<file path="src/rtl/order_match_engine_pkg.sv">
// Shared heap command codes and order side encodings for the order matching core.
package order_match_engine_pkg;

   typedef enum logic [1:0] {
      CMD_NOP    = 2'd0,
      CMD_PUSH   = 2'd1,
      CMD_POP    = 2'd2,
      CMD_UPDATE = 2'd3
   } heap_cmd_e;

   localparam logic SIDE_BUY  = 1'b0;
   localparam logic SIDE_SELL = 1'b1;

endpackage

</file>
<file path="src/rtl/order_match_engine.sv">
// Matching core: crosses one aggressor order against the opposite heap root, emits trades,
// and rests any residual on its own heap. ORDER_IOC_EN adds immediate-or-cancel orders.
module order_match_engine
   import order_match_engine_pkg::*;
#(
   parameter int PRICE_W = 16,
   parameter int QTY_W   = 16
) (
   input  logic                     clk,
   input  logic                     rst_n,
   input  logic                     in_valid,
   output logic                     in_ready,
   input  logic                     in_side,
   input  logic [PRICE_W+QTY_W-1:0] in_order,
`ifdef ORDER_IOC_EN
   input  logic                     in_ioc,
   output logic                     cxl_valid,
   output logic [QTY_W-1:0]         cxl_qty,
`endif
   output logic [1:0]               bid_cmd,
   output logic [PRICE_W+QTY_W-1:0] bid_data,
   input  logic [PRICE_W+QTY_W-1:0] bid_root,
   input  logic                     bid_empty,
   input  logic                     bid_full,
   input  logic                     bid_done,
   output logic [1:0]               ask_cmd,
   output logic [PRICE_W+QTY_W-1:0] ask_data,
   input  logic [PRICE_W+QTY_W-1:0] ask_root,
   input  logic                     ask_empty,
   input  logic                     ask_full,
   input  logic                     ask_done,
   output logic                     trade_valid,
   output logic [PRICE_W-1:0]       trade_price,
   output logic [QTY_W-1:0]         trade_qty,
   output logic                     trade_side,
   output logic                     rej_valid,
   output logic                     busy
);

   localparam int ORDER_W = PRICE_W + QTY_W;

   typedef enum logic [1:0] {
      ST_IDLE   = 2'd0,
      ST_CHECK  = 2'd1,
      ST_WAIT   = 2'd2,
      ST_SETTLE = 2'd3
   } state_e;

   state_e             state_q, state_d;
   logic               side_q, side_d;
   logic [PRICE_W-1:0] price_q, price_d;
   logic [QTY_W-1:0]   rem_q, rem_d;
   logic               wait_side_q, wait_side_d;
   logic               last_push_q, last_push_d;
   heap_cmd_e          bid_cmd_q, bid_cmd_d, ask_cmd_q, ask_cmd_d;
   logic [ORDER_W-1:0] bid_data_q, bid_data_d, ask_data_q, ask_data_d;
   logic               trade_valid_q, trade_valid_d;
   logic [PRICE_W-1:0] trade_price_q, trade_price_d;
   logic [QTY_W-1:0]   trade_qty_q, trade_qty_d;
   logic               trade_side_q, trade_side_d;
   logic               rej_valid_q, rej_valid_d;
   logic               in_ready_q, in_ready_d;
   logic               busy_q, busy_d;
`ifdef ORDER_IOC_EN
   logic               ioc_q, ioc_d;
   logic               cxl_valid_q, cxl_valid_d;
   logic [QTY_W-1:0]   cxl_qty_q, cxl_qty_d;
`endif

   logic [ORDER_W-1:0] opp_root_s;
   logic [PRICE_W-1:0] opp_price_s;
   logic [QTY_W-1:0]   opp_qty_s;
   logic               opp_empty_s, own_full_s, cross_s, done_s;
   heap_cmd_e          issue_cmd_s;
   logic [ORDER_W-1:0] issue_data_s;
   logic               issue_side_s;

   // Opposite-root crossing test and completion of the heap being waited on
   always_comb begin
      opp_root_s  = (side_q == SIDE_BUY) ? ask_root : bid_root;
      opp_empty_s = (side_q == SIDE_BUY) ? ask_empty : bid_empty;
      own_full_s  = (side_q == SIDE_BUY) ? bid_full : ask_full;
      opp_price_s = opp_root_s[ORDER_W-1:QTY_W];
      opp_qty_s   = opp_root_s[QTY_W-1:0];
      if (opp_empty_s) begin
         cross_s = 1'b0;
      end else if (side_q == SIDE_BUY) begin
         cross_s = (price_q >= opp_price_s);
      end else begin
         cross_s = (price_q <= opp_price_s);
      end
      done_s = (wait_side_q == SIDE_BUY) ? bid_done : ask_done;
   end

   // Next-state and next-output computation for the matching FSM
   always_comb begin
      state_d       = state_q;
      side_d        = side_q;
      price_d       = price_q;
      rem_d         = rem_q;
      wait_side_d   = wait_side_q;
      last_push_d   = last_push_q;
      issue_cmd_s   = CMD_NOP;
      issue_data_s  = '0;
      issue_side_s  = SIDE_BUY;
      trade_valid_d = 1'b0;
      trade_price_d = trade_price_q;
      trade_qty_d   = trade_qty_q;
      trade_side_d  = trade_side_q;
      rej_valid_d   = 1'b0;
`ifdef ORDER_IOC_EN
      ioc_d         = ioc_q;
      cxl_valid_d   = 1'b0;
      cxl_qty_d     = cxl_qty_q;
`endif
      case (state_q)
         ST_IDLE: begin
            if (in_valid && in_ready_q) begin
               side_d  = in_side;
               price_d = in_order[ORDER_W-1:QTY_W];
               rem_d   = in_order[QTY_W-1:0];
`ifdef ORDER_IOC_EN
               ioc_d   = in_ioc;
`endif
               if (in_order[QTY_W-1:0] != '0) begin
                  state_d = ST_CHECK;
               end else begin
                  state_d = ST_IDLE;
               end
            end else begin
               state_d = ST_IDLE;
            end
         end
         ST_CHECK: begin
            if (cross_s) begin
               trade_valid_d = 1'b1;
               trade_price_d = opp_price_s;
               trade_side_d  = side_q;
               issue_side_s  = ~side_q;
               wait_side_d   = ~side_q;
               last_push_d   = 1'b0;
               state_d       = ST_WAIT;
               // Root outlasts the aggressor: trim it in place instead of popping
               if (opp_qty_s > rem_q) begin
                  trade_qty_d  = rem_q;
                  issue_cmd_s  = CMD_UPDATE;
                  issue_data_s = {opp_price_s, opp_qty_s - rem_q};
                  rem_d        = '0;
               end else begin
                  trade_qty_d  = opp_qty_s;
                  issue_cmd_s  = CMD_POP;
                  issue_data_s = opp_root_s;
                  rem_d        = rem_q - opp_qty_s;
               end
            end else if (rem_q != '0) begin
`ifdef ORDER_IOC_EN
               if (ioc_q) begin
                  cxl_valid_d = 1'b1;
                  cxl_qty_d   = rem_q;
                  state_d     = ST_IDLE;
               end else
`endif
               if (own_full_s) begin
                  rej_valid_d = 1'b1;
                  state_d     = ST_IDLE;
               end else begin
                  issue_cmd_s  = CMD_PUSH;
                  issue_data_s = {price_q, rem_q};
                  issue_side_s = side_q;
                  wait_side_d  = side_q;
                  last_push_d  = 1'b1;
                  state_d      = ST_WAIT;
               end
            end else begin
               state_d = ST_IDLE;
            end
         end
         ST_WAIT: begin
            if (done_s) begin
               state_d = ST_SETTLE;
            end else begin
               state_d = ST_WAIT;
            end
         end
         ST_SETTLE: begin
            if ((rem_q == '0) || last_push_q) begin
               state_d = ST_IDLE;
            end else begin
               state_d = ST_CHECK;
            end
         end
         default: begin
            state_d = ST_IDLE;
         end
      endcase
      bid_cmd_d  = (issue_side_s == SIDE_BUY) ? issue_cmd_s : CMD_NOP;
      ask_cmd_d  = (issue_side_s == SIDE_SELL) ? issue_cmd_s : CMD_NOP;
      bid_data_d = (bid_cmd_d != CMD_NOP) ? issue_data_s : '0;
      ask_data_d = (ask_cmd_d != CMD_NOP) ? issue_data_s : '0;
      in_ready_d = (state_d == ST_IDLE);
      busy_d     = (state_d != ST_IDLE);
   end

   // State and registered-output flops
   always_ff @(posedge clk or negedge rst_n) begin
      if (!rst_n) begin
         state_q       <= ST_IDLE;
         side_q        <= 1'b0;
         price_q       <= '0;
         rem_q         <= '0;
         wait_side_q   <= 1'b0;
         last_push_q   <= 1'b0;
         bid_cmd_q     <= CMD_NOP;
         ask_cmd_q     <= CMD_NOP;
         bid_data_q    <= '0;
         ask_data_q    <= '0;
         trade_valid_q <= 1'b0;
         trade_price_q <= '0;
         trade_qty_q   <= '0;
         trade_side_q  <= 1'b0;
         rej_valid_q   <= 1'b0;
         in_ready_q    <= 1'b1;
         busy_q        <= 1'b0;
`ifdef ORDER_IOC_EN
         ioc_q         <= 1'b0;
         cxl_valid_q   <= 1'b0;
         cxl_qty_q     <= '0;
`endif
      end else begin
         state_q       <= state_d;
         side_q        <= side_d;
         price_q       <= price_d;
         rem_q         <= rem_d;
         wait_side_q   <= wait_side_d;
         last_push_q   <= last_push_d;
         bid_cmd_q     <= bid_cmd_d;
         ask_cmd_q     <= ask_cmd_d;
         bid_data_q    <= bid_data_d;
         ask_data_q    <= ask_data_d;
         trade_valid_q <= trade_valid_d;
         trade_price_q <= trade_price_d;
         trade_qty_q   <= trade_qty_d;
         trade_side_q  <= trade_side_d;
         rej_valid_q   <= rej_valid_d;
         in_ready_q    <= in_ready_d;
         busy_q        <= busy_d;
`ifdef ORDER_IOC_EN
         ioc_q         <= ioc_d;
         cxl_valid_q   <= cxl_valid_d;
         cxl_qty_q     <= cxl_qty_d;
`endif
      end
   end

   assign in_ready    = in_ready_q;
   assign busy        = busy_q;
   assign bid_cmd     = bid_cmd_q;
   assign ask_cmd     = ask_cmd_q;
   assign bid_data    = bid_data_q;
   assign ask_data    = ask_data_q;
   assign trade_valid = trade_valid_q;
   assign trade_price = trade_price_q;
   assign trade_qty   = trade_qty_q;
   assign trade_side  = trade_side_q;
   assign rej_valid   = rej_valid_q;
`ifdef ORDER_IOC_EN
   assign cxl_valid   = cxl_valid_q;
   assign cxl_qty     = cxl_qty_q;
`endif

endmodule
</file>
<file path="config.mk">
export PLATFORM = sky130hd
export DESIGN_NAME = order_match_engine
export DESIGN_NICKNAME = d
export VERILOG_FILES = /design/src/rtl/order_match_engine_pkg.sv /design/src/rtl/order_match_engine.sv
export SDC_FILE = /design/constraint.sdc
export NUM_CORES = 1
export LEC_CHECK = 0
export CAP_MARGIN = 30
export CORE_UTILIZATION = 39
export DETAILED_ROUTE_END_ITERATION = 6
export PLACE_DENSITY = 0.66
export SYNTH_ARGS = -nofsm -noshare
export SYNTH_HDL_FRONTEND = slang
export SYNTH_SLANG_ARGS = --single-unit
</file>
<file path="constraint.sdc">
create_clock -name clk -period 5 [get_ports clk]
set_clock_uncertainty 0.15 [all_clocks]
set_input_delay 1 -clock clk [delete_from_list [all_inputs] [get_ports clk]]
set_output_delay 1 -clock clk [all_outputs]
set_load 0.03 [all_outputs]
</file>
[Word-level counts from Yosys, hierarchy flattened]
Index checks and enable logic that the tools add are counted.
Widths: inputs -> output; s select.
Cells by class
  add/subtract/negate cells: 2
  order comparisons: 3
  eq/ne operators: 6
  mux-type cells: 49
  bitwise gates (word level): 1
  reductions and logical operators: 16
Operators with widths (count)
  $mux 32: 7
  $mux 16: 5
  $pmux 16 s2: 1
  $reduce_bool 16->1: 2
  $sub 16x16->16: 2
  $mux 1: 27
  $ge 16x16->1: 1
  $gt 16x16->1: 1
  $le 16x16->1: 1
  $logic_not 16->1: 1
  $mux 2: 8
  $reduce_bool 2->1: 5
  $pmux 2 s4: 1
  $reduce_and 3->1: 2
  $eq 2x2->1 const B: 2
  $logic_not 2->1: 2
  $ne 2x2->1 const B: 2
  $reduce_and 2->1: 2
  $eq 2x1->1 const B: 1
  $ne 2x1->1 const B: 1
  $logic_and 1x1->1: 1
  $logic_or 1x1->1: 1
  $not 1->1: 1
Storage, ports and cells
  flip-flop bits (word level): 142
  input port bits: 106

[Depth between registers and ports, before layout]
Gate-level depths: netlist of the first run.
  depth after elaboration: 9
  gate-level depth with buffers: 17

[Worst setup path after synthesis of the first run]
Ideal clock, no wire load.
  kind: register -> register
  from: register side_q
  to: register bid_data_q[8], in the netlist bid_data[8]
  library setup time: 121 ps
  data arrival time: 3722 ps
  required time: 4729 ps
  path slack: 1007 ps
  cell stages (with the launch flop): 16
  path buffers: 3
  period minus slack after synthesis: 3993 ps
  path through: dfrtp_1 -> buf_1 -> clkbuf_1 -> mux2_2 -> inv_1 -> ha_1 -> inv_1 -> fa_1 -> a211oi_1 -> o21ai_1 -> and4bb_2 -> or3_1 -> buf_2 -> a21oi_1 -> a21oi_1 -> a22o_1
Between the ends
  cells in the longest elaborated chain, start to end: 9
  elaborated cells between the ends (all ways): 27
Ends and longest elaborated chain
  start, declared: RTL line order_match_engine.sv:50  | logic side_q, side_d;
  start signal, assigned: RTL line order_match_engine.sv:231  | side_q <= side_d;
  $mux 32: RTL line order_match_engine.sv:80  | opp_root_s = (side_q == SIDE_BUY) ? ask_root : bid_root;
  $ge 16x16->1 / $le 16x16->1 (equally long branches): RTL line order_match_engine.sv:88, order_match_engine.sv:90
  $mux 1: RTL line order_match_engine.sv:87  | end else if (side_q == SIDE_BUY) begin
  $mux 1: RTL line order_match_engine.sv:85  | if (opp_empty_s) begin
  $mux 2 / $mux 1 (equally long branches): RTL line order_match_engine.sv:135  | if (cross_s) begin
  $mux 2 / $mux 1 (equally long branches): RTL line order_match_engine.sv:116  | case (state_q)
  $mux 2: RTL line order_match_engine.sv:196  | bid_cmd_d = (issue_side_s == SIDE_BUY) ? issue_cmd_s : CMD_NOP;
  $reduce_bool 2->1: RTL line order_match_engine.sv:198  | bid_data_d = (bid_cmd_d != CMD_NOP) ? issue_data_s : '0;
  $mux 32 *: RTL line order_match_engine.sv:198
  named net bid_data_d[8]: RTL line order_match_engine.sv:56  | logic [ORDER_W-1:0] bid_data_q, bid_data_d, ask_data_q, ask_data_d;
  end signal, assigned: RTL line order_match_engine.sv:238  | bid_data_q <= bid_data_d;
  end, declared: RTL line order_match_engine.sv:56
Mark *: on every way through the listed nets, which the timed path passes. The rest lies on a longest branch.
A chain may end at the register's enable or synchronous reset.

[Worst setup path in the final report of the first run]
  from: register side_q
  to: register busy_q, in the netlist busy
Between the ends
  cells in the longest elaborated chain, start to end: 7
  elaborated cells between the ends (all ways): 12
Ends and longest elaborated chain
  $mux 32: RTL line order_match_engine.sv:80
  $ge 16x16->1 / $le 16x16->1 (equally long branches): RTL line order_match_engine.sv:88, order_match_engine.sv:90
  $mux 1: RTL line order_match_engine.sv:87
  $mux 1: RTL line order_match_engine.sv:85
  $mux 2 *: RTL line order_match_engine.sv:135
  $pmux 2 s4 *: RTL line order_match_engine.sv:116
  named net state_d[1]: RTL line order_match_engine.sv:49  | state_e state_q, state_d;
  $reduce_bool 2->1 *: RTL line order_match_engine.sv:201  | busy_d = (state_d != ST_IDLE);
  named net busy_d: RTL line order_match_engine.sv:63  | logic busy_q, busy_d;
  end signal, assigned: RTL line order_match_engine.sv:246  | busy_q <= busy_d;
  end, declared: RTL line order_match_engine.sv:63
Marks and branches as above.

==> results summary, run 1 <==
The total number of vias is 7702. The hold path startpoint is trade_price[3]$_DFFE_PN0N_. The final layout net count came out at 1261. The cell repeated most along the worst path is buf_4.

CTS built an H-tree with a depth of 4. Among cell families on the critical path, the largest total delay comes from buffers and inverters. The depth of the most critical reg-to-reg path came out at 12. The worst register-to-register path has a setup slack of 0.48 ns. The synthesis-to-finish area growth came out at 37.9%. Counting along the longest clock path gives a buffer depth of 2. Yosys printed 0 warnings. The via density per instance is 5.54.

The worst hold path passes through 2 cells. The first-pass iteration count of the detailed router came out at 5. Excluding fillers, the count of instances in the completed layout stands at 1389. Of all cell types, the one taking the most synthesized area is dfrtp_1. Dividing the detail-routed wire length by the instance count gives 19.6 um.

Buffers inserted to repair hold after CTS numbered 0. TritonCTS built the clock tree. The first-pass GRT wire length came out at 42.2 mm.

The post-synthesis instance total is 894. The number of maximum-capacitance constraint violations came out at 0. The worst relative slew slack came out at 46.1%. The number of sinks on the clock net is 142. After synthesis, the cell types taking the most area are dfrtp_1 (43%), ha_1 (7.1%), nand2_1 (5.6%).

The root buffer cell chosen for the clock tree is clkbuf_16. The number of hold-slack violations in the final timing report is 0. The endpoint of the worst register-to-register path is busy$_DFF_PN0_. The timing-limited maximum frequency is 0.221 GHz. Synthesis produced a netlist with a net count of 1049. The area used by multi-input combinational logic came out at 4330 um^2.

The worst path required time is 5.16 ns. The number of register bits inferred by synthesis came out at 142. The area of the die is 21800 um^2.

The critical path starts at side_q$_DFFE_PN0P_. The post-cts sizing count is 0. Net switching is 47.1% of the power. Among all flip-flop cells after synthesis, the most frequent one is dfrtp_1. In this run the power spent charging and discharging nets is 3950 uW.

Input and output buffers added on the ports amount to 210. The measured slew at the worst slew-check pin came out at 0.809 ns. The floorplan has 52 rows. The width of the die is 148 um. The placed instance count is 1357. At the end of routability-driven placement, the weighted congestion stood at 0.923. The flow ran to the end, and the final reports show no timing, DRC or antenna violations. The share of the clock period used by the worst path is 90.3%. The count of different cell masters after synthesis came out at 71.

The area taken by flip-flops and latches came out at 3560 um^2. The count of final setup violators came out at 0. Entering global routing, the biggest net connects 92 pins. STA classifies the critical path endpoint as a flop.

The clock latency on the worst-skew pair came out at 0.43 ns. The clock network fraction of design power came out at 16.0%. The height of the chip is 148 um.

Clock-pin slew was measured on the worst setup and hold paths at 0.06 ns. The number of enable-type register cells in the synthesized netlist is 0. In this design, the stage delay of the slowest critical-path cell is 0.63 ns. The type of the worst setup path is flop to flop.

The most common cell after layout, fill and taps aside is clkdlybuf4s50_1. Setup repair after global routing left no endpoint under its margin. The number of max-slew violations in the final report came out at 0. After floorplanning, the core was sized to cover 20500 um^2. After synthesis the cells add up to 8270 um^2.

The static power due to leakage came out at 0.00505 uW. The share of flip-flops with an asynchronous set or reset after synthesis came out at 100%. The detail route stage leaves a number of antenna-violating nets equal to 0. The post-detailed-route DRC marker count is 0. The minimum period implied by the final worst setup slack came out at 4.52 ns.

The startpoint identified for the worst register-to-register timing path is side_q$_DFFE_PN0P_. Prior to clock tree synthesis, the placed netlist has a worst setup slack of 0.317 ns. The number of ports placed on the die boundary came out at 211. The instance area at placement is 10800 um^2. The final standard cell utilization of the core is 55.7%.

The average footprint of a synthesized cell is 9.25 um^2. Leaving out fill and tap cells, the most frequent cells in the layout are clkdlybuf4s50_1 (209), dfrtp_1 (140), nand2_1 (124). The combinational power share came out at 61.4%.

The top-area cell type share of the netlist area is 42.6%. The data arrival time of the critical path is 4.68 ns. The final layout contains routed wiring with a total length of 27.3 mm. The share of the yosys chip area belonging to registers came out at 43.0%. In the global route stage, overall resource usage came out at 25.6%. The number of antenna violations at the first check in global routing is 2. The path with the worst hold slack has its endpoint at trade_price[3]$_DFFE_PN0N_. The number of buffers created by CTS is 17. For this block, the initial DRC count from the detailed router was 560. The post-layout instance area came out at 11400 um^2. In this run the worst path has a maximum fanout of 81. Dividing total power by cell area gives a power density of 735 nW/um^2. The number of buffers inserted to repair setup after CTS came out at 0. After routing, the total negative slack on setup checks comes to 0 ns. The starting density of the core came out at 40.4%.

Once detailed placement completed, the half-perimeter wirelength came to 20.6 mm. The critical path buffer and inverter count came out at 3. The via count of the first global-routing pass came out at 7447. The worst vdd rail ir drop came out at 338 uV. The final-layout fill cell count is 1861.

The worst hold path belongs to the class flop to flop. The worst setup path is launched from a flop. The cell-internal power came out at 4430 uW. Of the cells placed in the final design, the portion with a size suffix greater than 1 is 9.57%. The worst path meets setup with 0.483 ns of slack. The sequential fraction of design power came out at 22.7%. The slowest stage of the critical path belongs to the cell buf_4. Traced cell by cell, the critical path runs through inv_1 > buf_4 > nand2_1 > and2_1 > ha_1 > nand4_1 > a2111o_1 > a311oi_1 > or3b_2 > buf_4 > nand3_1 > or2_2. The global route total overflow is 0.
how the worst max path moves through the flow:
stage                                       end  slack (ns)  depth (start not counted)
after detailed placement   rem_q[6]$_DFFE_PN0P_        0.32                         12
after global routing             busy$_DFF_PN0_        0.22                         12
final                            busy$_DFF_PN0_        0.48                         12
after global placement     rem_q[6]$_DFFE_PN0P_        0.36                         12
after floorplan           bid_data[8]$_DFF_PN0_        1.01                         15
after CTS                  rem_q[6]$_DFFE_PN0P_        0.50                         13
registers in the layout, summed over array words and instances, names as in the netlist:
name         cells
state_q          2
bid_data        32
in_ready         1
bid_cmd          2
trade_price     16
price_q         16
rem_q           16
trade_valid      1
wait_side_q      1
last_push_q      1
side_q           1
ask_data        32
ask_cmd          2
rej_valid        1
trade_side       1
busy             1
trade_qty       16
power by group through the flow:
stage	Clock, uW	Sequential [uW]	Combinational [uW]
floorplan	0	2260	2900
global placement	0	1900	5050
detailed placement	0	1910	5060
CTS	1360	1890	5100
global route	1410	1940	5580
finish	1340	1900	5150
tightest hold or removal path: cells and delay by family (launching register included):
kind             cells  cell delay [ns]
AO/OA/AOI/OAI        1             0.06
AND/OR/NAND/NOR      1             0.04
flip-flops           1             0.34
stage by stage:
stage	hold WS, ns	total power [uW]
floorplan	0.307	5160
global placement	0.310	6950
detailed placement	0.321	6980
CTS	0.335	8350
global route	0.358	8930
finish	0.331	8390
layer usage:
layer  wire length (um)  global-route usage, %  vias up
met5                  0                      0        -
met4                511                   7.73        0
met3               2090                   6.20       30
met2              12700                   41.0      326
met1              11900                   34.1     3716
li1                   -                      -     3630
Yosys cell counts, types with 15 or more instances:
master	n
mux2_2	20
o21ai_0	53
and2_1	17
ha_1	47
nor2_1	51
clkbuf_1	33
dfrtp_1	141
mux2i_1	28
nand2_1	124
inv_1	43
xnor2_1	16
a21o_1	18
a21oi_1	65
o22ai_1	15
final cells by class:
cell class,instances,share of cell area [%]
antenna,1,0.0219
clock buffer,18,3.76
timing repair buffer,244,21.0
clock inverter,13,1.59
tap,270,2.96
inverter,46,1.54
sequential,142,31.2
multi-input combinational,655,38.0
cells by family (layout without fill, tap and decap cells):
family | Yosys count | in the layout | synth area share [%]
DFF | 142 | 142 | 43.0
muxes | 51 | 51 | 6.52
AOI/OAI and AO/OA | 253 | 253 | 19.8
xor gates and xnor gates | 21 | 21 | 2.22
and+or+nand+nor | 281 | 281 | 16.0
buffers and inverters | 97 | 321 | 4.82
other | 0 | 1 | 0
adders and majority gates | 49 | 49 | 7.59
Power figures use the tool's default switching activity.
==> run 2: changes to the inputs <==
Settings changed: ABC_AREA set to 1, REMOVE_ABC_BUFFERS set to 1.
==> run 2 against run 1 <==
Effect of this change:
- clock-buffer cell count did not move
- utilization fell by 1.7 points
- final cell count rose by 11%
- hold slack got worse by 0.0058 ns
- area after synthesis rose by 2.7%
- combinational power fell by 10%
- wire length rose by 1.1%
- critical path depth rose by 5
- cell area rose by 0.11%
- setup slack improved by 0.41 ns
- sequential power fell by 16%
- critical endpoint is now bid_data[1]$_DFF_PN0_
- largest cell class unchanged
- largest power group unchanged
==> results summary, run 2 <==
The run finished with clean final reports. The number of register bits inferred by synthesis is 142 (unchanged). The width of the die came to 150 um (+1.3%).

The number of buffers between clock root and the deepest sink came to 2 (unchanged). The initial detailed-routing violation count was 515 (-8.0%). The number of maximum-capacitance constraint violations was 0 (unchanged).

The global placement routability congestion is 0.949 (+2.8%). The minimum period implied by the final worst setup slack is 4.11 ns (-0.409 ns). The share of final-layout standard cells stronger than drive strength 1 is 9.70% (+0.13 points). The cell type with the largest total area after synthesis is dfrtp_1.

The post-detailed-route DRC marker count is 0 (unchanged). The number of ports placed on the die boundary came out at 211 (unchanged). The average footprint of a synthesized cell is 7.97 um^2 (-14%). The synthesis-to-finish area growth is 34.5%. The path class of the tightest hold or removal check is flop to flop. The via density per instance came to 5.18 (-6.6%). The share of the clock period used by the worst path is 82.2% (-8.2 points). The number of buffers added on ports is 210 (unchanged).

The area used by multi-input combinational logic came to 4280 um^2 (-1.2%). The worst setup path is captured at a flop. The startpoint identified for the worst hold timing path is trade_qty[10]$_DFFE_PN0N_. The number of buffers inserted to repair setup after CTS is 0 (unchanged). The library cell used most frequently in the layout, excluding fill and tap cells, is nand2_1. The global routing met2 resource utilization came out at 42.5% (+1.6 points). The global-route layer with the greatest usage is met2. The data arrival time of the critical path was 4.27 ns (-0.41 ns). The global routing usage summed across all routing layers was 25.4% (-0.13 points).

The power density over cell area came out at 662 nW/um^2 (-10%). The number of placement rows was 53 (+1.9%). The pin count of the biggest net entering global routing came out at 92 (unchanged). The timing-limited maximum frequency is 0.243 GHz (+9.9%). The cell that appears most often on the critical path is nand2_4. The critical path buffer and inverter count came out at 5 (+2). The post-layout total power is 7560 uW (-9.9%).

The post-layout instance area came out at 11400 um^2 (+0.11%). The number of enable-type register cells in the synthesized netlist came out at 0 (unchanged). The total detailed-routing wirelength is 27.6 mm (+1.1%). The worst-case hold slack was 0.325 ns (-0.00575 ns). The depth of the most critical reg-to-reg path came out at 17 (+5). The global routing usage on met1 is 33.8% (-0.34 points). The post-synthesis instance total came out at 1066 (+19%). The clock-pin slew reported for the worst setup and hold paths after clock tree synthesis came out at 0.07 ns (about the same). The top-area cell type share of the netlist area came to 41.5% (-1.1 points). The type of the worst setup path is input pin to flop. The first-pass iteration count of the detailed router came out at 5 (unchanged).

The static power due to leakage came out at 0.00516 uW (+2.1%). The number of hold-slack violations in the final timing report came out at 0 (unchanged). The peak fanout along the critical path came out at 21 (-74%).

The library cell contributing the largest single delay on the critical path is ha_1. The starting density of the core is 40.1% (-0.22 points). In the layout the commonest cells are nand2_1 (261), clkdlybuf4s50_1 (209), dfrtp_1 (140).

Setup repair after global routing left no endpoint under its margin. The final layout net count is 1410 (+12%). The height of the chip came to 150 um (+1.3%). Sorting the synthesized cells by area gives the leading types as dfrtp_1 (42%), nand2_1 (12%), o21ai_0 (8.1%).

The via count of the first global-routing pass is 7940 (+6.6%). The number of warning messages in the yosys log came to 0 (unchanged). The worst vdd rail ir drop is 333 uV (-1.5%). The total number of vias is 7991 (+3.8%). The worst relative slew slack is 36.3% (-9.7 points). The delay of the slowest cell on the worst path came out at 0.42 ns (-0.21 ns).

The post-cts sizing count is 0 (unchanged). In this run the critical register-to-register path is captured at bid_data[31]$_DFF_PN0_. The instance area at placement is 10800 um^2 (+0.14%).

The area taken by flip-flops and latches is 3560 um^2 (unchanged). The first-pass GRT wire length came to 43.2 mm (+2.3%). The area of the die came out at 22400 um^2 (+2.6%). The average wire per standard cell came to 17.9 um (-9.0%).

The count of final setup violators is 0 (unchanged). The startpoint identified for the worst register-to-register timing path is side_q$_DFFE_PN0P_. The share of the yosys chip area belonging to registers came out at 41.9% (-1.1 points). The number of antenna violations at the first check in global routing is 0 (-2). The number of buffers created by CTS is 17 (unchanged). The minimum setup slack among reg-to-reg paths is 1.05 ns (+0.57 ns).

For this run, the leading register cell type out of synthesis is dfrtp_1. The number of max-slew violations in the final report came out at 0 (unchanged). The clock latency on the worst-skew pair is 0.44 ns (about the same). Sorting the synthesized cells by how often they occur yields nand2_1 (261), dfrtp_1 (141), o21ai_0 (137). The core box area is 21200 um^2 (+3.2%). The met3 demand-to-capacity share in global routing was 3.72% (-2.5 points). The count of different cell masters after synthesis is 39 (-45%).

The number of sinks on the clock net is 142 (unchanged). The measured slew at the worst slew-check pin came out at 0.953 ns (+0.144 ns). The final-layout fill cell count came to 2024 (+8.8%).

The area of the mapped netlist came out at 8490 um^2 (+2.7%). The total negative slack for setup checks came out at 0 ns (unchanged). The post-route antenna net violation count came out at 0 (unchanged).

For hold timing, the worst endpoint is trade_qty[10]$_DFFE_PN0N_. TritonCTS built the clock tree. The global route total overflow came to 0 (unchanged). The number of hold-repair buffers added at the cts stage came out at 0 (unchanged). Traced cell by cell, the critical path runs through clkdlybuf4s50_1 > or2_2 > o21ai_0 > buf_4 > inv_1 > ha_1 > nand2_1 > nor2_2 > and2_1 > nand3_1 > nand2_4 > inv_4 > nand4_4 > nand2_2 > nand2_4 > buf_12 > a21oi_1. On the critical path the largest part of the delay comes from simple AND/OR/NAND/NOR gates. The worst path required time came out at 5.16 ns (about the same). The maximum level of the CTS H-tree is 4 (unchanged).

The category of the worst setup path launch point is an input pin. The half-perimeter wire length after placement came to 20.2 mm (-2.3%). The diode insertion count for antenna repair is 0 (-1).

Clock tree synthesis selected as its root buffer the cell clkbuf_16. The share of flip-flops with an asynchronous set or reset after synthesis is 100% (unchanged). By instance count, the leading cell after synthesis is nand2_1.

The depth of the worst hold-timing path was 2 (unchanged).
-- run 2: cell count changes after synthesis, sizes merged, moves of 22 or more --
cell	change
inv	+52
mux2	-23
nand2	+145
nand3	+47
nor2	+22
o21ai	+86
-- run 2: power by group --
| group | internal [uW] | switching [uW] | leakage (uW) |
|---|---|---|---|
| clock network | 769 | 573 | 0.000297 |
| registers | 1450 | 152 | 0.00188 |
| logic | 1520 | 3100 | 0.00299 |
-- run 2: area by class of cell --
class	instances	share of cell area, %
clock buffer	18	3.84
clock inverter	14	1.50
tap	275	3.01
multi-input combinational	772	37.5
inverter	97	3.21
timing repair buffer	225	19.8
sequential	142	31.1
-- run 2: worst max path at each step --
stage                       startpoint  slack [ns]  cells past startpoint               endpoint
global route               ask_root[1]        0.61                     15   rem_q[4]$_DFFE_PN0P_
global placement           bid_root[8]        0.49                     17  bid_data[1]$_DFF_PN0_
CTS                        bid_root[8]        0.94                     17  bid_data[1]$_DFF_PN0_
floorplan           side_q$_DFFE_PN0P_        0.63                     18  bid_data[0]$_DFF_PN0_
finish                     bid_root[8]        0.89                     17  bid_data[1]$_DFF_PN0_
detailed placement         bid_root[8]        0.48                     17  bid_data[1]$_DFF_PN0_
-- run 2: stage by stage --
step / util (%) / instances / worst slack [ns]
floorplan: - / 1011 / 0.634
global placement: 51.1 / 1511 / 0.488
detailed placement: 51.1 / 1511 / 0.481
CTS: 54.0 / 1543 / 0.938
global route: 54.0 / 1543 / 0.605
finish: 54.0 / 1543 / 0.892
-- run 2: metal layers --
metal	up-vias	wire, um
li1	3865	-
met1	3808	12300
met2	276	13000
met3	42	1660
met4	0	578
met5	-	0
-- run 2: worst min-delay path: cells and delay by family, from the launching register on --
| kind | cells | cell delay, ns |
|---|---|---|
| flip-flops | 1 | 0.34 |
| AND/OR/NAND/NOR | 2 | 0.11 |
-- run 2: logic make-up after synthesis --
| kind of cell | count (synthesis) | share of synthesized area, % |
|---|---|---|
| flops | 142 | 41.9 |
| xor+xnor | 23 | 2.37 |
| buf+inv | 152 | 7.81 |
| mux | 17 | 2.05 |
| simple gates | 457 | 23.4 |
| compound gates | 226 | 15.2 |
| fa+ha+maj | 49 | 7.40 |
==> run 3: changes to the inputs <==
Clock period 5 ns to 3.8 ns, I/O delays scaled along.
==> run 3 against run 2 <==
Effect of this change:
- wire length down 0.60%
- cell area up 3.1%
- sequential share of layout area down 0.93 points
- largest power group unchanged
- final cell count up 3.1%
- first-iteration DRC count down 17%
- critical path depth up 2
- global-route usage down 0.13 points
- largest cell class unchanged
==> results summary, run 3 (synthesis results as in run 2) <==
The run finished with clean final reports. The width of the die came out at 150 um (unchanged). The pin count of the biggest net entering global routing was 71 (-23%). The average wire per standard cell came out at 17.2 um (-3.6%). The number of hold-slack violations in the final timing report was 0 (unchanged).

The half-perimeter wire length after placement was 20.8 mm (+3.4%). The count of final setup violators came out at 0 (unchanged). STA classifies the critical path startpoint as a flop. The number of placement rows is 53 (unchanged).

The number of buffers created by CTS was 17 (unchanged). The sequential fraction of design power came out at 20.7% (-0.4 points). The core box area is 21200 um^2 (unchanged). The power density over cell area is 874 nW/um^2 (+32%). The cell that appears most often on the critical path is nand2_1. The number of ports placed on the die boundary is 211 (unchanged).

The delay of the slowest cell on the worst path was 0.53 ns (+0.11 ns). The switching share of power is 49.4% (-1.2 points). The via count of the first global-routing pass came out at 7940 (unchanged). The peak fanout along the critical path is 11 (-48%). Broken down by cell family, the worst path's largest delay share belongs to simple AND/OR/NAND/NOR gates. The total detailed-routing wirelength is 27.4 mm (-0.60%). The kind of end point of the critical path is a flop.

The worst vdd rail ir drop came out at 599 uV (+80%). The class of the tightest hold or removal check is input pin to async pin. In this run the clock root is driven by a clkbuf_16.

The number of buffers added on ports is 210 (unchanged). The critical path buffer and inverter count is 4 (-1). The number of buffers between clock root and the deepest sink came to 2 (unchanged). The worst setup slack after placement came out at 0.00305 ns (-0.478 ns). The static power due to leakage came out at 0.00537 uW (+4.0%). The number of hold-repair buffers added at the cts stage is 0 (unchanged). The maximum level of the CTS H-tree is 4 (unchanged).

The critical path goes through inv_1 > buf_4 > or2_2 > o21ai_0 > ha_1 > inv_1 > fa_1 > nand2_1 > nand2_1 > nand2_1 > nand2_2 > nand2_2 > nand2_2 > nand2_4 > inv_4 > o21ai_0 > nand2_1 > nand3_1 > nor2_1. The total number of vias was 8023 (+0.40%). The data arrival time of the critical path came out at 3.65 ns (-0.62 ns). The net switching power of the design is 5080 uW (+33%). The share of the clock period used by the worst path came out at 91.9%. The clock latency on the worst-skew pair is 0.43 ns (about the same). The instance area at placement is 11200 um^2 (+3.8%). The library cell used most frequently in the layout, excluding fill and tap cells, is nand2_1. The first-pass GRT wire length came out at 42.9 mm (-0.61%).

The diode insertion count for antenna repair is 0 (unchanged). The measured slew at the worst slew-check pin came out at 0.676 ns (-0.277 ns). The height of the chip came out at 150 um (unchanged). The number of buffers inserted to repair setup after CTS came to 0 (unchanged).

The combinational power share is 63.9% (+2.8 points). The library cell contributing the largest single delay on the critical path is dfrtp_2. The post-layout instance area came to 11800 um^2 (+3.1%).

The post-detailed-route DRC marker count came out at 0 (unchanged). The worst-case hold slack came out at 0.188 ns (-0.137 ns). The clock network fraction of design power is 15.5% (-2.3 points). The total negative slack for setup checks came out at 0 ns (unchanged). Derived from the worst setup path, the maximum achievable clock frequency is 0.286 GHz. The first-pass iteration count of the detailed router came out at 6 (+1).

The area of the die is 22400 um^2 (unchanged). The number of max-slew violations in the final report is 0 (unchanged). Leaving out fill and tap cells, the most frequent cells in the layout are nand2_1 (261), clkdlybuf4s50_1 (209), dfrtp_1 (140). The post-route antenna net violation count came to 0 (unchanged). Setup repair after global routing left no endpoint under its margin. The global routing usage summed across all routing layers came out at 25.3% (-0.13 points). The number of maximum-capacitance constraint violations came out at 0 (unchanged). The share of final-layout standard cells stronger than drive strength 1 is 12.9% (+3.2 points).

The post-layout total power is 10300 uW (+36%). The clock-pin slew reported for the worst setup and hold paths after clock tree synthesis is 0.07 ns (about the same). The post-cts sizing count is 0 (unchanged).

The minimum setup slack in the final design came out at 0.307 ns (-0.585 ns). The final layout net count came to 1458 (+3.4%). The starting density of the core came out at 40.1% (unchanged). The global placement routability congestion came out at 0.962 (+1.3%).

The number of antenna violations at the first check in global routing is 0 (unchanged). The minimum period implied by the final worst setup slack is 3.49 ns. The initial detailed-routing violation count is 427 (-17%). The number of sinks on the clock net came out at 142 (unchanged). The via density per instance is 5.04 (-2.6%). The type of the worst setup path is flop to flop. The worst relative slew slack is 54.9% (+19 points). The cell-internal power came out at 5200 uW (+39%).

TritonCTS built the clock tree. The worst path required time came out at 3.95 ns (-1.21 ns). The global route total overflow came to 0 (unchanged). The synthesis-to-finish area growth is 38.6%.
## run 3: cell types whose count changed in the layout (fill, tap and decap cells not counted), moves of 2 or more
cell,previous run,this run
inv_8,5,2
clkinvlp_4,2,5
buf_4,11,55
bufinv_16,2,0
buf_12,4,8
inv_6,3,7
## run 3: through the flow
step                utilization, %  cells
floorplan                        -   1011
detailed placement            53.1   1559
global placement              53.1   1559
global route                  55.7   1591
CTS                           55.7   1591
finish                        55.7   1591
## run 3: worst paths after layout
| kind | from | end | slack, ns | cells past startpoint |
|---|---|---|---|---|
| max | side_q$_DFFE_PN0P_ | ask_data[4]$_DFF_PN0_ | 0.31 | 19 |
| min | rst_n | bid_data[27]$_DFF_PN0_ | 0.19 | 1 |
| max reg2reg | side_q$_DFFE_PN0P_ | ask_data[4]$_DFF_PN0_ | 0.31 | 19 |
| min reg2reg | trade_side$_DFFE_PN0N_ | trade_side$_DFFE_PN0N_ | 0.32 | 2 |
| max in group asynchronous | rst_n | in_ready$_DFF_PN1_ | 2.40 | 2 |
| min in group clk | trade_side$_DFFE_PN0N_ | trade_side$_DFFE_PN0N_ | 0.32 | 2 |
## run 3: cell type report
type,instances,area (um^2)
tap,275,344
inverter,97,367
clock buffer,18,429
timing repair buffer,273,2680
sequential,142,3560
fill,1992,9380
clock inverter,14,121
multi-input combinational,772,4280
## run 3: worst register-to-register path, cell delays in order, from the launching register on
cell and delay, ns:
dfrtp_2 0.53, inv_1 0.10, buf_4 0.20, or2_2 0.28, o21ai_0 0.14, ha_1 0.23, inv_1 0.07, fa_1 0.43
nand2_1 0.09, nand2_1 0.09, nand2_1 0.09, nand2_2 0.06, nand2_2 0.06, nand2_2 0.06, nand2_4 0.11, inv_4 0.06
o21ai_0 0.35, nand2_1 0.11, nand3_1 0.12, nor2_1 0.05
## run 3: metal layers
metal	GRT usage [%]	routed length, um
met2	42.6	13400
met3	3.20	1660
met4	7.35	386
met5	0	0
met1	33.8	12000
## run 3: power groups by stage
| stage | Sequential [uW] | Combinational (uW) | Clock (uW) |
|---|---|---|---|
| after detailed placement | 2150 | 6500 | 0 |
| after global placement | 2140 | 6470 | 0 |
| after global routing | 2170 | 7270 | 1680 |
| final | 2130 | 6570 | 1590 |
| after CTS | 2130 | 6540 | 1630 |
| after floorplan | 2530 | 3550 | 0 |
